`config.mk`:
```
export PLATFORM = sky130hd
export DESIGN_NAME = ped_crossing_ctrl
export DESIGN_NICKNAME = d
export VERILOG_FILES = /design/src/rtl/ped_crossing_ctrl.sv
export SDC_FILE = /design/constraint.sdc
export NUM_CORES = 1
export LEC_CHECK = 0
export ABC_AREA = 1
export CAP_MARGIN = 10
export CORE_UTILIZATION = 48
export DETAILED_ROUTE_END_ITERATION = 10
export GPL_ROUTABILITY_DRIVEN = 0
export GPL_TIMING_DRIVEN = 0
export HOLD_SLACK_MARGIN = 0.12
export PLACE_DENSITY_LB_ADDON = 0.15
export SKIP_CTS_REPAIR_TIMING = 1
export SYNTH_ARGS = -nofsm -noshare
export SYNTH_HDL_FRONTEND = slang
export SYNTH_SLANG_ARGS = --single-unit
```
`constraint.sdc`:
```
create_clock -name clk -period 1.54 [get_ports clk]
set_input_delay 0.308 -clock clk [delete_from_list [all_inputs] [get_ports clk]]
set_output_delay 0.308 -clock clk [all_outputs]
set_load 0.1 [all_outputs]
```
`src/rtl/ped_crossing_ctrl.sv`:
```
// Pedestrian-crossing controller: grants WALK at red entry, then a flashing DON'T-WALK clearance, with a sticky light-stream fault.
// Latency: walk/ack assert on the same posedge that sees red_rise; all outputs are registered.
// Backpressure: none; a button press is held as pending until the next red entry is granted.
module ped_crossing_ctrl #(
    parameter int WALK_CYCLES = 1,
    parameter int MAX_PHASE   = 4,
    parameter int PH_W        = 3,
    parameter int CNT_W       = 4
) (
    input  logic             clk,
    input  logic             rst,
    input  logic             r,
    input  logic             y,
    input  logic             g,
    input  logic             ped_btn,
    output logic             walk,
    output logic             dont_walk,
    output logic             ped_wait,
    output logic             ack,
    output logic             fault,
    output logic [CNT_W-1:0] serve_cnt
);

    localparam int TMR_W = $clog2(WALK_CYCLES + 1);

    typedef enum logic [1:0] {S_IDLE, S_WALK, S_CLEAR, S_FAULT} state_t;

    state_t             state_q, state_d;
    logic [2:0]         prev_q;
    logic               prev_valid_q;
    logic [PH_W-1:0]    phase_q, phase_d;
    logic [TMR_W-1:0]   timer_q, timer_d;
    logic               pending_q, pending_d;
    logic               walk_q, walk_d;
    logic               dont_walk_q, dont_walk_d;
    logic               ack_q, ack_d;
    logic               fault_q, fault_d;
    logic [CNT_W-1:0]   serve_q, serve_d;

    logic [2:0] cur;
    logic       one_hot, same, legal_step, bad_trans, stuck, fault_now;
    logic       red_rise, pend_n;

    assign cur = {r, y, g};

    // Light-stream checks: pattern, transition legality and phase run length.
    always_comb begin
        one_hot    = (cur == 3'b100) || (cur == 3'b010) || (cur == 3'b001);
        same       = prev_valid_q && (cur == prev_q);
        // r->y->g->r is a one-position right rotation of {r,y,g}
        legal_step = (cur == {prev_q[0], prev_q[2:1]});
        bad_trans  = prev_valid_q && !same && !legal_step;
        if (!same) begin
            phase_d = PH_W'(1);
        end else if (phase_q == PH_W'(MAX_PHASE + 1)) begin
            phase_d = phase_q;
        end else begin
            phase_d = phase_q + PH_W'(1);
        end
        stuck     = (phase_d > PH_W'(MAX_PHASE));
        fault_now = !one_hot || bad_trans || stuck;
        red_rise  = r && !prev_q[2] && prev_valid_q;
        pend_n    = ped_btn || pending_q;
    end

    // Next-state and registered-output decode; fault overrides everything.
    always_comb begin
        state_d     = state_q;
        timer_d     = timer_q;
        pending_d   = pend_n;
        walk_d      = 1'b0;
        dont_walk_d = 1'b1;
        ack_d       = 1'b0;
        fault_d     = fault_q;
        serve_d     = serve_q;
        if ((state_q == S_FAULT) || fault_now) begin
            state_d   = S_FAULT;
            fault_d   = 1'b1;
            pending_d = 1'b0;
        end else begin
            case (state_q)
                S_IDLE: begin
                    if (red_rise && pend_n) begin
                        state_d     = S_WALK;
                        walk_d      = 1'b1;
                        dont_walk_d = 1'b0;
                        ack_d       = 1'b1;
                        pending_d   = 1'b0;
                        timer_d     = TMR_W'(1);
                        if (!(&serve_q)) serve_d = serve_q + CNT_W'(1);
                    end
                end
                S_WALK: begin
                    if (!r) begin
                        state_d = S_IDLE;
                    end else if (timer_q >= TMR_W'(WALK_CYCLES)) begin
                        state_d = S_CLEAR;
                    end else begin
                        timer_d     = timer_q + TMR_W'(1);
                        walk_d      = 1'b1;
                        dont_walk_d = 1'b0;
                    end
                end
                S_CLEAR: begin
                    if (!r) begin
                        state_d = S_IDLE;
                    end else begin
                        dont_walk_d = !dont_walk_q;
                    end
                end
                default: ;
            endcase
        end
    end

    // State and history registers with synchronous reset.
    always_ff @(posedge clk) begin
        if (rst) begin
            state_q      <= S_IDLE;
            prev_q       <= 3'b000;
            prev_valid_q <= 1'b0;
            phase_q      <= '0;
            timer_q      <= '0;
            pending_q    <= 1'b0;
            walk_q       <= 1'b0;
            dont_walk_q  <= 1'b1;
            ack_q        <= 1'b0;
            fault_q      <= 1'b0;
            serve_q      <= '0;
        end else begin
            state_q      <= state_d;
            prev_q       <= cur;
            prev_valid_q <= 1'b1;
            phase_q      <= phase_d;
            timer_q      <= timer_d;
            pending_q    <= pending_d;
            walk_q       <= walk_d;
            dont_walk_q  <= dont_walk_d;
            ack_q        <= ack_d;
            fault_q      <= fault_d;
            serve_q      <= serve_d;
        end
    end

    assign walk      = walk_q;
    assign dont_walk = dont_walk_q;
    assign ped_wait  = pending_q;
    assign ack       = ack_q;
    assign fault     = fault_q;
    assign serve_cnt = serve_q;

endmodule

```
==> After elaboration in Yosys (flattened, before gate mapping) <==
Cells that the tools add are included.
{ "word_totals": {"regBits": 19, "output_inout_bits": 9, "elab_cells": 84} }
{ "classes": {"n_mux": 24, "n_bitwise": 3, "n_reduce_logical": 26, "addsub": 3, "n_lt_le_gt_ge": 2, "n_eq_ne": 15} }
{ "op_table": {"columns": ["operator", "count"], "rows": [
  ["$mux 1", 13],
  ["$reduce_and 4->1", 3],
  ["$mux 2", 5],
  ["$eq 3x3->1", 2],
  ["$eq 3x3->1 const B", 2],
  ["$logic_and 1x1->1", 6],
  ["$logic_or 1x1->1", 6],
  ["$mux 3", 2],
  ["$ne 2x2->1 const B", 3],
  ["$ne 3x3->1 const B", 2],
  ["$pmux 2 s3", 1],
  ["$logic_not 1->1", 5],
  ["$reduce_and 5->1", 1],
  ["$add 4x1->4 const B", 1],
  ["$eq 2x2->1 const B", 2],
  ["$ne 4x4->1 const B", 1],
  ["$pmux 1 s2", 2],
  ["$reduce_bool 4->1", 1],
  ["$add 3x1->3 const B", 1],
  ["$eq 3x1->1 const B", 1],
  ["$eq 3x2->1 const B", 1],
  ["$gt 3x3->1 const B", 1],
  ["$not 1->1", 3],
  ["$pmux 1 s3", 1],
  ["other kinds (7)", 7]
]} }

==> Longest topological paths before layout <==
Gate-level depths: netlist of run 1.
{ "logic_depth": {"depth_word": 10, "ltp_mapped": 12, "mapped_depth_nobuf": 12} }

==> Worst setup path after synthesis of run 1 <==
OpenSTA, ideal clock, no wires.
{ "synth_path": {"path_kind": "flip-flop to flip-flop", "startpoint": "register pending_q (netlist: ped_wait)", "endpoint": "register serve_q[3] (netlist: serve_cnt[3])", "path_slack_ns": -0.444, "arrival_ns": 1.919, "required_time_ns": 1.475, "path_stages_with_launch": 9, "path_cell_list": "dfxtp_1 -> nor2_1 -> nor2_2 -> nand2_2 -> a31oi_4 -> nand3_2 -> nor2_1 -> nor2_1 -> nor2_1"} }
{ "synth_between": {"elab_chain_len": 3} }
{ "synth_rtl": {"columns": ["element", "line_no", "source"], "rows": [
  ["start, declared", "33", "logic pending_q, pending_d;"],
  ["start signal, assigned", "136", "pending_q <= pending_d;"],
  ["$logic_or 1x1->1", "63", "pend_n = ped_btn || pending_q;"],
  ["$logic_and 1x1->1", "83", "if (red_rise && pend_n) begin"],
  ["$reduce_and 4->1 (no line)", null, null],
  ["end signal, assigned", "141", "serve_q <= serve_d;"],
  ["end, declared", "38", "logic [CNT_W-1:0] serve_q, serve_d;"]
]} }
Every way passes these cells.
A chain may end at the register's enable or synchronous reset.

==> Final worst setup path of run 1 <==
{ "layout_path": {"startpoint": "register prev_q[2]", "endpoint": "register serve_q[3] (netlist: serve_cnt[3])"} }
{ "layout_between": {"elab_chain_len": 10, "elab_cells_between_ends": 18, "cone_classes": "order compare: 1; eq/ne: 2; mux: 1; bitwise: 1; reduce/logical: 13"} }
{ "layout_rtl": {"columns": ["element", "line_no", "source"], "rows": [
  ["start, declared", "29", "logic [2:0] prev_q;"],
  ["start signal, assigned", "132", "prev_q <= cur;"],
  ["parallel branches: the longest is 9 deep, another holds $gt 3x3->1", null, null],
  ["$reduce_and 4->1 (no line) (*)", null, null]
]} }
Every way passes the cells marked *.

==> metrics, run 1 <==
FF-to-FF Start=prev_q[2]$_SDFF_PP0_; WHS Path Cells=3; Setup Skew=0.00496 ns; Hold Path End=prev_q[0]$_SDFF_PP0_; R2R depth=11; Final Max Tran Viols=0; #FFs+latches synth=19; Min-Delay Path Class=in -> reg; CTS sink count=19; RSZ-0062 raised after global routing=yes; commonest cells after routing, fill and taps aside=nand2_1, inv_1, nor2_1; wire per inst=11.2 um; Crit Path Class=reg -> reg; routed vias/inst=5.06; n_diodes=0; Clock Tree Buf Depth=2; max-capacitance violation count=0; pre-CTS setup slack=-0.614 ns; final core occ=0.681; Req. time, crit path=1.75 ns; worst-margin pin slew=0.544 ns; clk_lat worst skew=0.30 ns; final wirelength=2.23 mm; largest family of logic cells by synthesized area=simple AND/OR/NAND/NOR gates; reg2reg end=serve_cnt[3]$_SDFFE_PP0P_; Comb pwr share=0.249; simple-gate share of the synthesized area=0.343; die footprint=2470 um2; Starting Density=0.534; Pleak=0.653 nW; cell area power density=759 nW/um2; sequential fraction of the synthesis area=0.349; Post-Synth Adder-Cell Area=0.0918; ranking of synthesized cells by area=dfxtp_1, nand2_1, ha_1, nor2_1, inv_1; Worst IR Drop VDD=540 uV; Yosys cell types=27; P_int=699 uW; initial drt markers=13; Core Box Area=2040 um2; CP endpoint kind=flop; syn_area_per_cell=7.12 um2; clock share of power=0.251; Nets=188; R2R Setup Slk=-0.15 ns; final setup fails=10; CP arrival=1.90 ns; post-route minimum period=1.69 ns; die height=49.7 um; Area Growth Syn to Fin=27.7%; power consumption=1.06 mW; Boundary Pins=15; Placed Area=1280 um2; Tcrit/Tclk final=1.10; GRT Overall Usage=0.195; Reg clk slew, reported paths=0.11 ns; clock root buffer=clkbuf_4; commonest non-fill, non-tap cell in the layout=nand2_1; final instance area=1390 um2; fin worst setup slack=-0.150 ns; via count=1011; TritonCTS clock tree=yes; Fin. Hold Viols=0; crit-path max FO=5; gr ovfl total=0; Syn Nets=167; row cnt=16; Die X=49.7 um; XOR/XNOR Fraction of Synth Area=0.0161; failing checks=negative setup slack; Yosys top cell area share=0.349; Worst Hold Launch=g; 1st-pass router iterations=4; outcome=complete, but fails checks; switching pwr=356 uW; Compound-Gate Fraction of Synth Area=0.102; Net Sw Frac=0.338; DP Wirelength=1.66 mm; Synth Instances=153; post-synthesis mux area share=0; Residual DRC=0; largest net degree at the start of global routing=11; initial antenna violation count=0; ratio of cells with drive above 1 in the final layout=0.341; Flop pwr share=0.500; first-pass GRT wire length=3.67 mm; post-route ant nets=0; synth warn=0; Fin Hold WS=0.356 ns; Rel. slew slack=0.639; number of port buffers=13; cell taking the most area after synthesis=dfxtp_1; Peak Freq=592 MHz; TritonCTS buffer count=3; mapped cell area=1090 um2; CTS H-tree lvls=1; crit path launch type=flop; vias in the first global route=894
[metrics by stage]
step / instances / setup TNS, ns
after CTS: 197 / -8.01
after detailed placement: 193 / -9.12
after global placement: 193 / -8.26
after global routing: 200 / -2.30
after floorplan: 153 / 0
final: 200 / -1.15
[registers in the layout, indices dropped and copies added (netlist names)]
signal        cells
serve_cnt         4
fault             1
ack               1
timer_q           1
dont_walk         1
ped_wait          1
phase_q           3
walk              1
state_q           2
prev_q            3
prev_valid_q      1
[routing by layer]
| layer | global-route usage | share of wire | up-vias |
|---|---|---|---|
| met1 | 0.232 | 0.47 | 461 |
| li1 | - | - | 528 |
| met3 | 0.0370 | 0.034 | 5 |
| met5 | 0 | 0 | - |
| met2 | 0.336 | 0.48 | 17 |
| met4 | 0.0857 | 0.019 | 0 |
[cell usage after synthesis]
cell type and instances:
nand2_1 34, nor2_1 20, dfxtp_1 19, inv_1 19, ha_1 8, nand3_1 8, a21oi_1 5, inv_2 5
nand2_2 4, nand4_1 4, nor3_1 3, o21ai_1 3, a211oi_1 2, a21oi_2 2, clkinv_1 2, nand3_2 2
nor2_2 2, o21ai_0 2, a31oi_4 1, buf_2 1, clkbuf_1 1, nand4_2 1, nor2_4 1, nor3_2 1
o211ai_1 1, xnor2_1 1, xor2_1 1
[kinds of logic after synthesis]
| logic type | Yosys count |
|---|---|
| xor gates and xnor gates | 2 |
| buffers and inverters | 28 |
| adders and majority gates | 8 |
| and+or+nand+nor | 80 |
| AOI/OAI and AO/OA | 16 |
| DFF | 19 |
[worst max path at each step]
| stage | startpoint | end | cells past startpoint |
|---|---|---|---|
| floorplan | phase_q[1]$_SDFF_PP0_ | serve_cnt[2]$_SDFFE_PP0P_ | 9 |
| global placement | r | ped_wait$_SDFF_PP0_ | 11 |
| detailed placement | r | timer_q$_SDFFE_PP0P_ | 11 |
| CTS | serve_cnt[2]$_SDFFE_PP0P_ | serve_cnt[2] | 1 |
| global route | prev_q[2]$_SDFF_PP0_ | serve_cnt[3]$_SDFFE_PP0P_ | 11 |
| finish | prev_q[2]$_SDFF_PP0_ | serve_cnt[3]$_SDFFE_PP0P_ | 11 |
[power groups by stage]
stage | registers [mW] | logic, mW | clock network [mW]
6_report | 0.528 | 0.262 | 0.265
5_1_grt | 0.532 | 0.286 | 0.290
4_1_cts | 0.527 | 0.241 | 0.276
3_5_place_dp | 0.538 | 0.240 | 0
3_3_place_gp | 0.537 | 0.231 | 0
2_1_floorplan | 0.576 | 0.145 | 0
[critical path: stages, from the launching register on]
cell and delay [ns]:
dfxtp_2 0.36, inv_2 0.05, ha_4 0.27, inv_2 0.03, a21oi_2 0.11, nand4_1 0.19, nor2_4 0.21, nand2_4 0.09
nand3_4 0.09, nor2_2 0.05, nor2_1 0.10, nor2_1 0.04
[cell type report]
class | instances | area (um2)
clock buffers | 4 | 26.3
flip-flops and latches | 19 | 393
well taps | 27 | 33.8
fillers | 183 | 651
multi-input cells | 106 | 711
inverters | 26 | 101
repair buffers | 16 | 115
plain buffers | 2 | 11.3
No activity file was read; power rests on OpenSTA's default activity.
==> run 2, diff against run 1 <==
--- a/config.mk
+++ b/config.mk
@@ -7,7 +7,7 @@
 export LEC_CHECK = 0
 export ABC_AREA = 1
 export CAP_MARGIN = 10
-export CORE_UTILIZATION = 48
+export CORE_UTILIZATION = 50
 export DETAILED_ROUTE_END_ITERATION = 10
 export GPL_ROUTABILITY_DRIVEN = 0
 export GPL_TIMING_DRIVEN = 0
==> constraint.sdc (replaced) <==
create_clock -name clk -period 2.1 [get_ports clk]
set_input_delay 0.42 -clock clk [delete_from_list [all_inputs] [get_ports clk]]
set_output_delay 0.42 -clock clk [all_outputs]
set_load 0.1 [all_outputs]
==> metrics, run 2 (synthesized netlist as in run 1, its figures left out) <==
Worst IR Drop VDD=321 uV (-41%); RSZ-0062 raised after global routing=no; flip-flop count of the largest register after layout=4 (unchanged); pre-CTS setup slack=-0.211 ns (+0.404 ns); Crit path max-delay family=simple AND/OR/NAND/NOR gates; die footprint=2370 um2 (-3.8%); routed vias/inst=4.89 (-3.2%); TritonCTS buffer count=3 (unchanged); wire per inst=9.86 um (-12%); Core Box Area=2000 um2 (-2.0%); outcome=finished, final reports clean; Clock Tree Buf Depth=2 (unchanged); CP peak stage delay=0.42 ns (+0.06 ns); power consumption=741 uW (-30%); cell area power density=569 nW/um2 (-25%); n_diodes=0 (unchanged); final wirelength=1.94 mm (-13%); largest net degree at the start of global routing=11 (unchanged); 1st-pass router iterations=4 (unchanged); critical path's most frequent cell=nand2_2; TritonCTS clock tree=yes; Peak Freq=511 MHz; commonest cells after routing, fill and taps aside=nand2_1, nor2_1, inv_1, dfxtp_1, dlymetal6s2s_1; Fin. Hold Viols=0 (unchanged); Top Usage Layer GRT=met2; number of port buffers=13 (unchanged); via count=964 (-4.6%); Req. time, crit path=2.28 ns (+0.53 ns); CTS H-tree lvls=1 (unchanged); max-capacitance violation count=0 (unchanged); Boundary Pins=15 (unchanged); Residual DRC=0 (unchanged); commonest non-fill, non-tap cell in the layout=nand2_1; row cnt=16 (unchanged); vias in the first global route=880 (-1.6%); final core occ=0.651 (-0.0307); final setup fails=0 (-10); crit path buf inv count=2 (unchanged); CP arrival=2.14 ns (+0.24 ns); clock root buffer=clkbuf_4; CP startpoint=r; Nets=185 (-1.6%); fin worst setup slack=0.141 ns (+0.291 ns); crit-path max FO=3 (-2); FF-to-FF Start=prev_q[2]$_SDFF_PP0_; crit path launch type=primary input; met2 Usage GRT=0.296 (-0.0393); TNS Setup=0 ns (+1.15 ns); Crit Path Class=in -> reg; worst-margin pin slew=0.970 ns (+0.425 ns); routing usage on met1=0.219 (-0.0132); post-route ant nets=0 (unchanged); Rel. slew slack=0.353 (-0.286); Worst Hold Launch=fault$_SDFFE_PP0P_; clk_lat worst skew=0.29 ns (about the same); Final Max Tran Viols=0 (unchanged); Die X=48.7 um (-1.9%); CTS sink count=19 (unchanged); DP Wirelength=1.53 mm (-7.8%); post-route minimum period=1.96 ns; Setup Skew=0.00220 ns (-0.00277 ns); slowest CP cell=clkdlybuf4s50_1; met3 usage=0.0283 (-0.00874); Area Growth Syn to Fin=19.5%; Critical Path, Cell by Cell=clkdlybuf4s50_1, ha_1, inv_1, a21oi_1, nand4_1, nor2_1, nand2_2, nand2_2, nor2_4, nand2_1, o21ai_1; Pleak=0.716 nW (+9.7%); die height=48.7 um (-1.9%); gr ovfl total=0 (unchanged); first-pass GRT wire length=3.35 mm (-8.8%); CP endpoint kind=flop; Reg clk slew, reported paths=0.11 ns (about the same); initial antenna violation count=0 (unchanged); initial drt markers=13 (unchanged); Min-Delay Path Class=reg -> reg; Tcrit/Tclk final=0.933; ratio of cells with drive above 1 in the final layout=0.135 (-0.206); Starting Density=0.544 (+0.0107); GRT Overall Usage=0.175 (-0.0196)
-- run 2: cell count changes in the layout (fill, tap and decap cells not counted), moves of 3 or more --
cell	delta
clkbuf_2	-9
dfxtp_1	+8
dfxtp_2	-7
dlymetal6s2s_1	+6
buf_4	-4
nand2_4	-4
nor2_1	+4
clkdlybuf4s50_1	+3
-- run 2: per-layer routing --
| metal | routed length, um | share of wire | vias up |
|---|---|---|---|
| met5 | 0 | 0 | - |
| met4 | 30 | 0.015 | 0 |
| met3 | 83 | 0.043 | 5 |
| met2 | 890 | 0.46 | 19 |
| met1 | 937 | 0.48 | 423 |
| li1 | - | - | 517 |
-- run 2: worst paths after layout --
| kind | cells after the start | to | slack (ns) |
|---|---|---|---|
| max | 11 | timer_q$_SDFFE_PP0P_ | 0.14 |
| max reg2reg | 11 | timer_q$_SDFFE_PP0P_ | 0.30 |
| min reg2reg | 2 | fault$_SDFFE_PP0P_ | 0.48 |
| min | 2 | fault$_SDFFE_PP0P_ | 0.48 |
-- run 2: tightest hold or removal path, stage by stage (launching register included) --
cell,delay (ns)
dfxtp_1,0.34
o21ai_1,0.07
inv_1,0.04
-- run 2: layout make-up --
type / count / area [um2]
fill: 184 / 699
multi-input combinational: 106 / 603
sequential: 19 / 380
timing repair buffer: 13 / 153
inverter: 26 / 97.6
tap: 27 / 33.8
clock buffer: 4 / 26.3
buffer: 2 / 8.76
-- run 2: where the power goes --
part | total [mW] | internal, mW | switching, mW
Sequential | 0.386 | 0.375 | 0.0109
Combinational | 0.170 | 0.0570 | 0.113
Clock | 0.184 | 0.0739 | 0.111
Total | 0.741 | 0.506 | 0.235
-- run 2: metrics by stage --
stage	instance area, um2	cells	hold slack, ns
floorplan	1090	153	0.459
global placement	1250	193	0.445
detailed placement	1250	193	0.464
CTS	1280	197	0.497
global route	1300	197	0.514
finish	1300	197	0.481
